`config.mk`:
```
export PLATFORM = sky130hd
export DESIGN_NAME = seq_detector_param
export DESIGN_NICKNAME = d
export VERILOG_FILES = /design/src/rtl/seq_detector_param.sv
export SDC_FILE = /design/constraint.sdc
export NUM_CORES = 1
export LEC_CHECK = 0
export BUFFER_PORTS_ARGS = -buffer_cell sky130_fd_sc_hd__buf_4
export CORE_AREA = 3 3 92 59
export DETAILED_ROUTE_END_ITERATION = 6
export DIE_AREA = 0 0 95 62
export SYNTH_ARGS = -nofsm -noshare
export SYNTH_HDL_FRONTEND = slang
export SYNTH_SLANG_ARGS = --single-unit
```
`constraint.sdc`:
```
create_clock -name clk -period 4.41 [get_ports clk]
set_input_delay 0.441 -clock clk [delete_from_list [all_inputs] [get_ports clk]]
set_output_delay 0.441 -clock clk [all_outputs]
set_load 0.01 [all_outputs]
```
`src/rtl/seq_detector_param.sv`:
```
// Runtime-programmable serial pattern detector with overlap control and a saturating match counter.
// Optional per-bit compare mask is enabled by defining SEQ_DET_MASK_EN (adds port cfg_mask).
module seq_detector_param #(
    parameter int MAX_LEN = 8,
    parameter int CNT_W   = 8,
    parameter int LEN_W   = $clog2(MAX_LEN) + 1
) (
    input  logic               clk,
    input  logic               rst,
    input  logic               cfg_load,
    input  logic [MAX_LEN-1:0] cfg_pattern,
    input  logic [LEN_W-1:0]   cfg_len,
    input  logic               cfg_overlap,
`ifdef SEQ_DET_MASK_EN
    input  logic [MAX_LEN-1:0] cfg_mask,
`endif
    input  logic               in_valid,
    input  logic               in,
    output logic               detect,
    output logic [CNT_W-1:0]   match_count,
    output logic               count_sat,
    output logic               armed
);

    typedef enum logic [1:0] {
        ST_DISARMED = 2'd0,
        ST_FILL     = 2'd1,
        ST_HUNT     = 2'd2
    } state_t;

    localparam logic [CNT_W-1:0] CNT_MAX = {CNT_W{1'b1}};

    state_t             state_q, state_d;
    logic [MAX_LEN-2:0] hist_q, hist_d;
    logic [LEN_W-1:0]   fill_q, fill_d;
    logic [LEN_W-1:0]   len_q, len_d;
    logic [MAX_LEN-1:0] pat_q, pat_d;
    logic [MAX_LEN-1:0] mask_q, mask_d;
    logic               ovl_q, ovl_d;
    logic [CNT_W-1:0]   cnt_q, cnt_d;
    logic               detect_q, detect_d;
    logic               sat_q, sat_d;
    logic               armed_q, armed_d;

    logic [MAX_LEN-1:0] window_s;
    logic [MAX_LEN-1:0] len_mask_s;
    logic               match_s;
    logic               cfg_legal_s;

    // Compare window: held history plus the incoming bit, restricted to the low len positions.
    always_comb begin
        window_s = {hist_q, in};
        for (int i = 0; i < MAX_LEN; i++) begin
            len_mask_s[i] = (LEN_W'(i) < len_q);
        end
        match_s = (state_q == ST_HUNT) && in_valid &&
                  (((window_s ^ pat_q) & len_mask_s & mask_q) == {MAX_LEN{1'b0}});
        cfg_legal_s = (cfg_len >= LEN_W'(1)) && (cfg_len <= LEN_W'(MAX_LEN));
    end

    // Next-state logic: cfg_load wins over a same-cycle valid bit, which is discarded.
    always_comb begin
        state_d  = state_q;
        hist_d   = hist_q;
        fill_d   = fill_q;
        len_d    = len_q;
        pat_d    = pat_q;
        mask_d   = mask_q;
        ovl_d    = ovl_q;
        cnt_d    = cnt_q;
        sat_d    = sat_q;
        detect_d = 1'b0;
        if (cfg_load) begin
            pat_d  = cfg_pattern;
            len_d  = cfg_len;
            ovl_d  = cfg_overlap;
`ifdef SEQ_DET_MASK_EN
            mask_d = cfg_mask;
`else
            mask_d = {MAX_LEN{1'b1}};
`endif
            hist_d = {(MAX_LEN-1){1'b0}};
            fill_d = {LEN_W{1'b0}};
            cnt_d  = {CNT_W{1'b0}};
            sat_d  = 1'b0;
            if (cfg_legal_s) begin
                state_d = (cfg_len == LEN_W'(1)) ? ST_HUNT : ST_FILL;
            end else begin
                state_d = ST_DISARMED;
            end
        end else if (in_valid && (state_q != ST_DISARMED)) begin
            hist_d = window_s[MAX_LEN-2:0];
            if (fill_q == LEN_W'(MAX_LEN)) begin
                fill_d = fill_q;
            end else begin
                fill_d = fill_q + LEN_W'(1);
            end
            case (state_q)
                ST_FILL: begin
                    if (fill_d >= (len_q - LEN_W'(1))) begin
                        state_d = ST_HUNT;
                    end else begin
                        state_d = ST_FILL;
                    end
                end
                ST_HUNT: begin
                    if (match_s) begin
                        detect_d = 1'b1;
                        if (cnt_q != CNT_MAX) begin
                            cnt_d = cnt_q + CNT_W'(1);
                        end else begin
                            cnt_d = cnt_q;
                        end
                        sat_d = (cnt_d == CNT_MAX);
                        // Non-overlap: the completing bit must not seed the next match.
                        if (!ovl_q) begin
                            fill_d  = {LEN_W{1'b0}};
                            state_d = (len_q == LEN_W'(1)) ? ST_HUNT : ST_FILL;
                        end else begin
                            state_d = ST_HUNT;
                        end
                    end else begin
                        state_d = ST_HUNT;
                    end
                end
                default: begin
                    state_d = ST_DISARMED;
                end
            endcase
        end else begin
            state_d = state_q;
        end
        armed_d = (state_d != ST_DISARMED);
    end

    // State, configuration and registered outputs.
    always_ff @(posedge clk) begin
        if (rst) begin
            state_q  <= ST_DISARMED;
            hist_q   <= {(MAX_LEN-1){1'b0}};
            fill_q   <= {LEN_W{1'b0}};
            len_q    <= {LEN_W{1'b0}};
            pat_q    <= {MAX_LEN{1'b0}};
            mask_q   <= {MAX_LEN{1'b0}};
            ovl_q    <= 1'b0;
            cnt_q    <= {CNT_W{1'b0}};
            sat_q    <= 1'b0;
            detect_q <= 1'b0;
            armed_q  <= 1'b0;
        end else begin
            state_q  <= state_d;
            hist_q   <= hist_d;
            fill_q   <= fill_d;
            len_q    <= len_d;
            pat_q    <= pat_d;
            mask_q   <= mask_d;
            ovl_q    <= ovl_d;
            cnt_q    <= cnt_d;
            sat_q    <= sat_d;
            detect_q <= detect_d;
            armed_q  <= armed_d;
        end
    end

    assign detect      = detect_q;
    assign match_count = cnt_q;
    assign count_sat   = sat_q;
    assign armed       = armed_q;

endmodule
```
==> results.toml <==
[power_and_ir_drop]
powerDensity_nw_per_um2 = 335
finalPower_uw = 815
p_leak_uw = 0.00100
ir_drop_uv = 179

[cells_and_area]
nets = 296
final_cell_mix = "dfxtp_1, nand2_1, nor2_1"
stdcell_area_um2 = 2440
antennaDiodeCount = 0
drive_above_1_share_pct = 16.5
final_common_cell = "dfxtp_1"
synthToLayoutAreaGrowth_pct = 18.2

[timing]
maxSlewHeadroom_pct = 42.8
worstMarginPinSlew_ns = 0.857
fin_crit_sh_pct = 61.1
fin_crit_ns = 2.70
clock.fmax_ghz = 0.371
hold_violations = 0
slew_violations = 0
rsz0062_at_grt = "no"
fin_skew_ns = 0.00355
setup_viol = 0
tns_ns = 0

[synth]
ys_warn_count = 0
synthCells = 241
syn-cell-area_um2 = 2060
synth_ff_type = "dfxtp_1"
synth_fp_nets = 272
ys_seq_area_share_pct = 36.9
async_flop_share_pct = 0
ys_ff_latch = 38
ys_types = 44
syn_avg_cell_area_um2 = 8.55
synth-edff-count = 0

[clock_tree]
cts_tree = "done"
cts_setup_buffers = 0
clk_pin_slew_worst_paths_ns = 0.07
cts_resized = 0
cts_buffer_depth = 2
clk_latency_ns = 0.29
htree_levels = 2
cts-root-buf = "clkbuf_8"
cts.sinks = 38
cts_made_buffers = 5
hold_buffers = 0

[setup_path]
worst_setup_path_end_kind = "flop"
worstPathRequired_ns = 4.60
slowest_delay_ns = 0.67
worst_ep_arrival_time_ns = 2.88
crit_slowest_cell = "nor2b_1"
cp_top_family = "simple AND/OR/NAND/NOR gates"
critical_path_buf_inv_count = 1
worstSetupStartpointType = "flop"
path_max_fanout = 12
crit_chain = "inv_1 -> ha_1 -> nor2b_1 -> nand2_1 -> nor4_1 -> a21oi_1 -> a31o_2"
path_class = "reg2reg"

[die]
core_area_um2 = 4590
fp.dieH_um = 62
die_x_um = 95
io_pins = 29
start_util_pct = 44.9
die_area_um2 = 5890
rows = 19

[placement]
portBuffers = 28
placed_area_um2 = 2290
place.gp.congestion = 0.830
dpl.hpwl_um = 3310

[detailed_routing]
vias = 1680
dr.pass1.iters = 4
drc = 0
wl_um = 4450
wl_per_cell_um = 13.5
viasPerCell = 5.11
initialDrtViolationCount = 113
ant_nets = 0

[flow_run]
maxCapViolCount = 0

[global_routing]
grt_pass1_vias = 1462
grt_start_max_net_pins = 23
grt_use_total_pct = 16.3
overflow = 0
grt_pass1_wl_um = 7190
antenna_found_initial = 0

[hold_path]
min_path_type = "in2reg"

[run_status]
status = "finished clean"
layout make-up:
type                    count  area (um^2)
repair buffers             28          210
inverters                   9         33.8
well taps                  63         78.8
multi-input cells         183         1210
flip-flops and latches     38          761
clock inverters             2         60.1
fillers                   432         2150
clock buffers               6         82.6
cell families after synthesis:
kind of cell               Yosys count  share of synthesized area, %
buffers and inverters               20                          4.37
AOI/OAI and AO/OA                   46                          15.3
adders and majority gates           13                          7.89
and+or+nand+nor                     94                          21.8
muxes                               16                          7.77
DFF                                 38                          36.9
xor gates and xnor gates            14                          5.95
cells in the mapped netlist, drive strengths merged, types with 2 or more instances:
library cell	number	share of area, %
nor2	29	5.3
buf	4	1.5
nor3	5	1.2
a211oi	3	1.1
nor2b	2	0.61
nor3b	2	0.73
nand3	8	1.9
xor2	4	1.7
ha	13	7.9
a22o	4	1.7
nand4	2	0.61
clkbuf	7	1.3
or2	2	0.61
nor4	4	1.2
xnor2	10	4.2
mux2i	16	7.8
nand2	29	5.3
o22ai	2	0.61
o21ai	8	1.9
dfxtp	38	37
a21oi	16	3.9
nand2b	2	0.61
inv	9	1.6
or3	4	1.5
a21o	3	1.1
worst paths after layout:
kind                          startpoint  cells past startpoint                     endpoint  slack [ns]
setup / recovery   state_q[0]$_SDFF_PP0_                      7  match_count[4]$_SDFFE_PP0P_        1.71
hold / removal               cfg_overlap                      3           ovl_q$_SDFFE_PP0P_        0.38
setup reg to reg   state_q[0]$_SDFF_PP0_                      7  match_count[4]$_SDFFE_PP0P_        1.71
hold reg to reg   hist_q[6]$_SDFFE_PP0P_                      2       hist_q[6]$_SDFFE_PP0P_        0.47
sequential cells by signal, summed over array words and instances, names as in the netlist:
signal	flops
match_count	8
pat_q	8
hist_q	7
fill_q	4
len_q	4
state_q	2
armed	1
count_sat	1
detect	1
mask_q	1
ovl_q	1
worst register-to-register path, cell delays in order, from the launching register on:
cell     delay, ns
dfxtp_1       0.34
inv_1         0.08
ha_1          0.21
nor2b_1       0.67
nand2_1       0.26
nor4_1        0.65
a21oi_1       0.15
a31o_2        0.23
metrics by stage:
stage / setup slack (ns) / util, % / instances / hold WS (ns)
finish: 1.71 / 53.1 / 329 / 0.384
detailed placement: 1.79 / 50.0 / 321 / 0.462
floorplan: 2.13 / - / 241 / 0.448
CTS: 1.77 / 53.1 / 329 / 0.378
global route: 1.47 / 53.1 / 329 / 0.388
global placement: 1.89 / 50.0 / 321 / 0.456
report_power, final:
group	internal (uW)	switching [uW]	leakage, uW
clock	241	121	0.0000714
sequential	354	9.46	0.000310
combinational	41.4	48.1	0.000622
total	636	179	0.00100
metal layers:
metal	GRT usage, %	share of wire [%]	wire length [um]	vias to the layer above
met5	0	0	0	-
met4	4.93	0.88	39	0
met3	4.45	4.4	194	5
met2	20.6	37	1650	33
met1	25.8	58	2570	747
li1	-	-	-	895
(Power assumes the default switching activity.)
